$ cat config.mk
export PLATFORM = sky130hd
export DESIGN_NAME = cic_interp_sequencer_flat
export DESIGN_NICKNAME = d
export VERILOG_FILES = /design/src/rtl/cic_interp_sequencer_if.sv /design/src/rtl/cic_interp_sequencer.sv /design/src/flat_wrapper.sv
export SDC_FILE = /design/constraint.sdc
export NUM_CORES = 1
export LEC_CHECK = 0
export CAP_MARGIN = 30
export CORE_MARGIN = 2
export CORE_UTILIZATION = 35
export DETAILED_ROUTE_END_ITERATION = 8
export GPL_TIMING_DRIVEN = 0
export HOLD_SLACK_MARGIN = 0.02
export PLACE_DENSITY = 0.62
export SLEW_MARGIN = 20
export SYNTH_ARGS = -nofsm -noshare
export SYNTH_HDL_FRONTEND = slang
export SYNTH_SLANG_ARGS = --single-unit
$ cat constraint.sdc
create_clock -name out_clk -period 2.7 [get_ports out_clk]
set_input_delay 0.54 -clock out_clk [delete_from_list [all_inputs] [get_ports out_clk]]
set_output_delay 0.54 -clock out_clk [all_outputs]
set_load 0.005 [all_outputs]
$ cat src/rtl/cic_interp_sequencer_if.sv
// Upstream sample stream into the CIC interpolator sequencer.
// Valid/ready handshake; a sample moves on an edge with both high.
interface cic_interp_sequencer_if #(
  parameter int ISZ = 16
);
  logic signed [ISZ-1:0] s_data;
  logic                  s_valid;
  logic                  s_ready;

  modport master (
    output s_data,
    output s_valid,
    input  s_ready
  );

  modport slave (
    input  s_data,
    input  s_valid,
    output s_ready
  );
endinterface

$ cat src/rtl/cic_interp_sequencer.sv
// Output-rate sequencer for the CIC interpolator: 1-in-R strobe,
// zero stuffing on underrun, zero flush of the chain on stop.
module cic_interp_sequencer #(
  parameter int ISZ           = 16,
  parameter int RSZ           = 8,
  parameter int FLUSH_SAMPLES = 4,
  parameter int CNT_SZ        = 16
) (
  input  logic                  out_clk,
  input  logic                  reset,
  input  logic                  enable,
  input  logic [RSZ-1:0]        ratio,
  cic_interp_sequencer_if.slave s,
  output logic                  cic_reset,
  output logic                  cic_in_clk,
  output logic signed [ISZ-1:0] cic_in,
  output logic                  running,
  output logic                  underrun,
  output logic [CNT_SZ-1:0]     underrun_cnt
);

  localparam int PW = RSZ + 1;
  localparam int FW = $clog2(FLUSH_SAMPLES + 1);

  typedef enum logic [1:0] {
    S_IDLE,
    S_PRIME,
    S_RUN,
    S_FLUSH
  } state_t;

  state_t                r_state;
  logic [PW-1:0]         r_ratio_q;
  logic [PW-1:0]         r_phase;
  logic [FW-1:0]         r_flush_cnt;
  logic                  r_cic_reset;
  logic                  r_strobe;
  logic signed [ISZ-1:0] r_cic_in;
  logic                  r_underrun;
  logic [CNT_SZ-1:0]     r_cnt;

  logic                  w_slot;
  logic                  w_wrap;
  logic [PW-1:0]         w_phase_nxt;
  logic [PW-1:0]         w_eff_ratio;
  logic                  w_flush_done;

  assign w_slot       = (r_phase == '0);
  assign w_wrap       = (r_phase == r_ratio_q - PW'(1));
  assign w_phase_nxt  = w_wrap ? '0 : r_phase + PW'(1);
  assign w_eff_ratio  = (ratio == '0) ? PW'(1 << RSZ)
                                      : {1'b0, ratio};
  assign w_flush_done = (r_flush_cnt == FW'(FLUSH_SAMPLES));

  // stop has priority over the handshake at a slot edge
  assign s.s_ready    = (r_state == S_RUN) && w_slot && enable;

  assign cic_reset    = r_cic_reset;
  assign cic_in_clk   = r_strobe;
  assign cic_in       = r_cic_in;
  assign running      = (r_state != S_IDLE);
  assign underrun     = r_underrun;
  assign underrun_cnt = r_cnt;

  // sequencer FSM, phase counter and all registered outputs
  always_ff @(posedge out_clk) begin
    if (reset) begin
      r_state     <= S_IDLE;
      r_ratio_q   <= '0;
      r_phase     <= '0;
      r_flush_cnt <= '0;
      r_cic_reset <= 1'b1;
      r_strobe    <= 1'b0;
      r_cic_in    <= '0;
      r_underrun  <= 1'b0;
      r_cnt       <= '0;
    end else begin
      r_strobe   <= 1'b0;
      r_underrun <= 1'b0;
      unique case (r_state)
        S_IDLE: begin
          r_cic_reset <= 1'b1;
          r_phase     <= '0;
          if (enable) begin
            r_state     <= S_PRIME;
            r_ratio_q   <= w_eff_ratio;
            r_cic_reset <= 1'b0;
          end
        end
        S_PRIME: begin
          r_phase <= '0;
          r_state <= S_RUN;
        end
        S_RUN: begin
          r_phase <= w_phase_nxt;
          if (w_slot) begin
            r_strobe <= 1'b1;
            if (!enable) begin
              r_cic_in    <= '0;
              r_flush_cnt <= FW'(1);
              r_state     <= S_FLUSH;
            end else if (s.s_valid) begin
              r_cic_in <= s.s_data;
            end else begin
              r_cic_in   <= '0;
              r_underrun <= 1'b1;
              if (!(&r_cnt)) r_cnt <= r_cnt + CNT_SZ'(1);
            end
          end
        end
        S_FLUSH: begin
          r_phase <= w_phase_nxt;
          if (w_slot) begin
            if (w_flush_done) begin
              r_state     <= S_IDLE;
              r_cic_reset <= 1'b1;
              r_phase     <= '0;
            end else begin
              r_strobe    <= 1'b1;
              r_cic_in    <= '0;
              r_flush_cnt <= r_flush_cnt + FW'(1);
            end
          end
        end
        default: r_state <= S_IDLE;
      endcase
    end
  end

endmodule
$ cat src/flat_wrapper.sv
// flat-port wrapper written by rule: the top's interface ports become plain ports
module cic_interp_sequencer_flat 
#(
  parameter int ISZ           = 16,
  parameter int RSZ           = 8,
  parameter int FLUSH_SAMPLES = 4,
  parameter int CNT_SZ        = 16
)
  (out_clk, reset, enable, ratio, cic_reset, cic_in_clk, cic_in, running, underrun, underrun_cnt, s_s_data, s_s_valid, s_s_ready);
  cic_interp_sequencer_if #(.ISZ(ISZ)) s_i ();
  input  logic out_clk;
  input  logic reset;
  input  logic enable;
  input  logic [RSZ-1:0] ratio;
  output logic cic_reset;
  output logic cic_in_clk;
  output logic signed [ISZ-1:0] cic_in;
  output logic running;
  output logic underrun;
  output logic [CNT_SZ-1:0] underrun_cnt;
  input wire logic [$bits(s_i.s_data)-1:0] s_s_data;
  input wire logic [$bits(s_i.s_valid)-1:0] s_s_valid;
  output wire logic [$bits(s_i.s_ready)-1:0] s_s_ready;
  assign s_i.s_data = s_s_data;
  assign s_i.s_valid = s_s_valid;
  assign s_s_ready = s_i.s_ready;
  cic_interp_sequencer #(.ISZ(ISZ), .RSZ(RSZ), .FLUSH_SAMPLES(FLUSH_SAMPLES), .CNT_SZ(CNT_SZ)) u_core (.out_clk(out_clk), .reset(reset), .enable(enable), .ratio(ratio), .s(s_i), .cic_reset(cic_reset), .cic_in_clk(cic_in_clk), .cic_in(cic_in), .running(running), .underrun(underrun), .underrun_cnt(underrun_cnt));
endmodule
# --- After elaboration in Yosys (flattened, before gate mapping) ---
# Index checks and enable logic that the tools add are counted.
word_totals:
  ff_bits: 58
  input_bits: 28
  output_inout_bits: 37
  word_cells: 77
op_classes:
  add_sub_neg: 4
  n_eq_ne: 11
  n_mux: 31
  bitwise: 5
  n_reduce_logical: 17
op_table:
  columns: ["operator", "count"]
  rows:
  - ["2-to-1 mux 16 bit", 5]
  - ["2-to-1 mux 9 bit", 4]
  - ["one-hot mux 16 bit (2 select lines)", 1]
  - ["one-hot mux 9 bit (3 select lines)", 1]
  - ["adder 16 x 1 -> 16 bit, second input constant", 1]
  - ["AND reduction 16 bit", 1]
  - ["AND reduction 5 bit", 3]
  - ["2-to-1 mux 3 bit", 4]
  - ["2-to-1 mux 2 bit", 5]
  - ["adder 9 x 1 -> 9 bit, second input constant", 1]
  - ["== test 9 bit", 1]
  - ["logical NOT 9 bit", 1]
  - ["subtractor 9 x 1 -> 9 bit, second input constant", 1]
  - ["logical NOT 8 bit", 1]
  - ["one-hot mux 2 bit (4 select lines)", 1]
  - ["2-to-1 mux 1 bit", 7]
  - ["inequality test 2 x 1 -> 1 bit, second input constant", 3]
  - ["inequality test 2 bit, second input constant", 3]
  - ["one-hot mux 3 bit (2 select lines)", 1]
  - ["nonzero test 2 bit", 3]
  - ["inverter 1 bit", 5]
  - ["== test 2 bit, second input constant", 2]
  - ["one-hot mux 1 bit (2 select lines)", 2]
  - ["AND reduction 4 bit", 1]
  - ["9 further kinds", 10]

# --- Longest topological paths before layout ---
depth:
  word_depth: 6
  ltp_mapped: 9
  depth_no_buf: 7

# --- Worst setup path after synthesis ---
# OpenSTA, ideal clock, no wires.
synth_timing:
  path_kind: "flip-flop to flip-flop"
  startpoint: "reg u_core.r_phase[0]"
  endpoint: "reg u_core.r_cnt[14], in the netlist u_core.underrun_cnt[14]"
  setup_time_ps: 86
  t_arrival_ps: 2273
  t_required_ps: 2614
  setup_slack_ps: 341
  path_stages_with_launch: 10
  path_buffers: 2
  period_less_slack_ps: 2359
  cell_sequence: "dfxtp_1 -> inv_1 -> ha_1 -> or4b_4 -> or4_1 -> buf_6 -> buf_12 -> nor4_4 -> nor2_1 -> a211oi_1"
synth_between:
  elab_chain_cells: 2
synth_rtl:
  columns: ["element", "line", "source"]
  rows:
  - ["from (decl)", "cic_interp_sequencer.sv:34", "logic [PW-1:0] r_phase;"]
  - ["from (signal assigned)", "cic_interp_sequencer.sv:95", "r_phase <= w_phase_nxt;"]
  - ["from (signal assigned)", "cic_interp_sequencer.sv:112", "r_phase <= w_phase_nxt;"]
  - ["logical NOT 9 bit", "cic_interp_sequencer.sv:48", "assign w_slot = (r_phase == '0);"]
  - ["AND reduction 5 bit (no source line)", null, null]
  - ["to (signal assigned)", "cic_interp_sequencer.sv:107", "if (!(&r_cnt)) r_cnt <= r_cnt + CNT_SZ'(1);"]
  - ["to (decl)", "cic_interp_sequencer.sv:40", "logic [CNT_SZ-1:0] r_cnt;"]
# Every way passes these cells.
# A chain may end at the register's enable or synchronous reset.

# --- Final worst setup path ---
# Same ends and word-level chain as after synthesis.

==> reports/qor.csv <==
stage,metric,value,unit
status,status,"finished, final reports clean",
floorplanning,fp-row-count,33,
synthesis,syn_area_per_cell,8.567,um^2
route,vias_per_cell,5.084,
synthesis,synth_seq_cells,58,
sta,slew_headroom,0.5356,
setup_path,cp.arrival,2.87,ns
cts,worst_skew_pair.late_latency,0.33,ns
placement,routabilityCongestion,0.8370,
setup_path,slowest_stage,or4_1,
setup_path,worstPathCellList,inv_1 > ha_1 > or4b_4 > or4_1 > buf_6 > buf_12 > nor4_4 > nor2_1 > a211oi_1,
sta,setup_tns,0,ns
global_route,grt.total_usage,0.1584,
floorplanning,die_w,96.96,um
setup_path,cp-start-kind,register,
global_route,grt_pass1_wl,12430,um
global_route,grt_max_degree,11,
floorplanning,dieArea,9400,um^2
cts,clock-sinks,58,
cts,cts_max_level,3,
power_and_ir_drop,ir_worst_vdd,0.3145,mV
setup_path,endpoint_kind,register,
synthesis,netlist_instances,353,
placement,port_buffers,62,
global_route,grt_overflow,0,
final_layout,layout.cells.non_filler,536,
route,wl_per_cell,13.83,um
cts,path_clk_slew,0.07,ns
synthesis,synthFlopType,dfxtp_1,
cts,cts_made_buffers,9,
power_and_ir_drop,power.leakage,1.357,nW
setup_path,critPathKind,register to register,
cts,cts.root.buffer_cell,clkbuf_8,
route,postRouteAntennaNets,0,
route,wirelength,7413,um
min_path,whs_path_depth,2,
final_layout,drive_gt1_frac,0.07425,
sta,worst_pin_slew,0.6966,ns
sta,setup_viol,0,
final_layout,final_nets,464,
synthesis,synth_edf_count,0,
cts,max-clock-path-buffers,2,
placement,placedCellCount,520,
synthesis,yosys_warnings,0,
final_layout,areaGrowthSynthToFinish,32.44,%
synthesis,yosysTopAreaCell,dfxtp_1,
route,vias,2725,
synthesis,synthArstFlopShare,0,
synthesis,ys_top_cells_by_area,"dfxtp_1 (38%), xnor2_1 (6.7%), a21oi_1 (5.8%)",
setup_path,critPathRequiredTime,2.95,ns
global_route,grt_pass1_vias,2623,
synthesis,synth.distinct_cells,52,
setup_path,cp_max_fo,10,
global_route,antenna_found_initial,0,
synthesis,syn_nets,391,
power_and_ir_drop,p_per_area,632.3,nW/um^2
min_path,holdCritPathClass,register to register,
power_and_ir_drop,finalPower,2.532,mW
sta,finalWorstSetupSlack,0.08090,ns
setup_path,rr_worst_depth,9,
sta,finClkSkew,0.01208,ns
sta,rsz0062_at_grt,false,
route,detail_route.drc_violations,0,
floorplanning,io_pins,65,
floorplanning,coreArea,8299,um^2
sta,drv_slew,0,
setup_path,max_stage_delay,0.55,ns
synthesis,synth_top_area_frac,0.3839,
floorplanning,die-height,96.96,um
floorplanning,start_util,0.3644,
sta,fin_crit,2.619,ns
sta,finalHoldViolations,0,
sta,fmax,381.8,MHz
cts,cts_tree,built,
route,drtIter0Drc,106,
sta,period_share,0.9700,
route,dr.pass1.iters,4,
placement,dpl.hpwl,5457,um
cts,holdBufCountCts,0,
job,cap_violations,0,
cts,post_cts_buffers,0,
synthesis,synth_area,3024,um^2
final_layout,diodes,0,
synthesis,yosysSeqAreaShare,0.3839,
placement,post-place-ws,0.09229,ns
cts,cts_resized,1,
registers in the layout, indices dropped and copies added (netlist names):
register / count
u_core.cic_in_clk: 1
u_core.cic_in: 16
u_core.r_flush_cnt: 3
u_core.r_state: 2
u_core.cic_reset: 1
u_core.r_phase: 9
u_core.underrun_cnt: 16
u_core.r_ratio_q: 9
u_core.underrun: 1
cell usage after synthesis (2+ instances only):
library cell and number:
inv_1 14, a2111oi_4 2, nand2b_1 2, or3_1 3, o2111ai_1 2, and2_1 3, nor2_1 24, nand3b_1 2
nand4_1 6, o21ai_0 3, dfxtp_1 58, a21oi_1 35, and4_1 2, a2111oi_2 4, nor4b_1 2, ha_1 10
mux2i_1 2, nor4_1 12, xnor2_1 23, nor2b_1 2, nand3_1 29, clkbuf_1 16, nand2_1 46, and3_1 5
xor2_1 6, or4_1 3, a211oi_1 6, buf_6 3, nor3_1 5
logic make-up (layout without fill, tap and decap cells):
logic type | Yosys count | count (layout) | share of synthesized area
fa+ha+maj | 10 | 10 | 0.04137
xor+xnor | 29 | 29 | 0.08399
mux | 2 | 2 | 0.006620
buf+inv | 35 | 113 | 0.05627
simple gates | 151 | 151 | 0.2611
compound gates | 68 | 68 | 0.1667
flops | 58 | 58 | 0.3839
final cells by class:
class / instances / area (um^2)
timing repair buffer: 62 / 620.6
tap: 105 / 131.4
multi-input combinational: 260 / 1703
buffer: 21 / 117.6
clock buffer: 11 / 141.4
clock inverter: 5 / 77.57
inverter: 14 / 52.55
fill: 810 / 4294
sequential: 58 / 1161
placed cells by master (no fill, tap or decap), types with 3 or more instances in the layout:
cell | synthesis | final
xnor2_1 | 23 | 23
or4_1 | 3 | 3
nand4_1 | 6 | 6
ha_1 | 10 | 10
nand2_1 | 46 | 46
a211oi_1 | 6 | 6
and3_1 | 5 | 5
xor2_1 | 6 | 6
nand3_1 | 29 | 29
nor4_1 | 12 | 12
buf_6 | 3 | 3
and2_1 | 3 | 3
a2111oi_2 | 4 | 4
nor3_1 | 5 | 5
clkbuf_8 | 0 | 10
dfxtp_1 | 58 | 58
a21oi_1 | 35 | 34
inv_1 | 14 | 14
nor2_1 | 24 | 24
clkdlybuf4s50_1 | 0 | 62
or3_1 | 3 | 3
o21ai_0 | 3 | 3
clkbuf_1 | 16 | 17
worst max-delay path: cells and delay by family, from the launching register on:
kind,cells,cell delay [ns]
AOI/OAI and AO/OA,1,0.21
buffers and inverters,3,0.41
DFF,1,0.36
adders and majority gates,1,0.16
and+or+nand+nor,4,1.40
power by group:
part	leakage, nW	internal [mW]	switching (mW)
clock network	0.109	0.542	0.351
logic	0.778	0.290	0.375
registers	0.469	0.919	0.0553
total	1.36	1.75	0.781
layer usage:
layer  GRT usage  up-vias  share of wire
li1            -     1402              -
met1      0.1954     1251           0.46
met2      0.2537       68           0.47
met3     0.05636        4          0.072
met4     0.05959        0         0.0074
met5           0        -              0
worst paths after layout:
path / end / slack [ns] / from
min reg2reg: u_core.cic_in[9] / 0.45 / u_core.cic_in[9]
max: u_core.underrun_cnt[14] / 0.08 / u_core.r_phase[0]
max reg2reg: u_core.underrun_cnt[14] / 0.08 / u_core.r_phase[0]
min: u_core.cic_in[9] / 0.45 / u_core.cic_in[9]
metrics by stage:
step	hold slack [ns]	utilization	instance area, um^2
after CTS	0.4542	0.4821	4001
final	0.4534	0.4826	4005
after floorplan	0.4483	-	3024
after global placement	0.4356	0.4550	3776
after detailed placement	0.4452	0.4550	3776
after global routing	0.4686	0.4826	4005
Power figures use the tool's default switching activity.
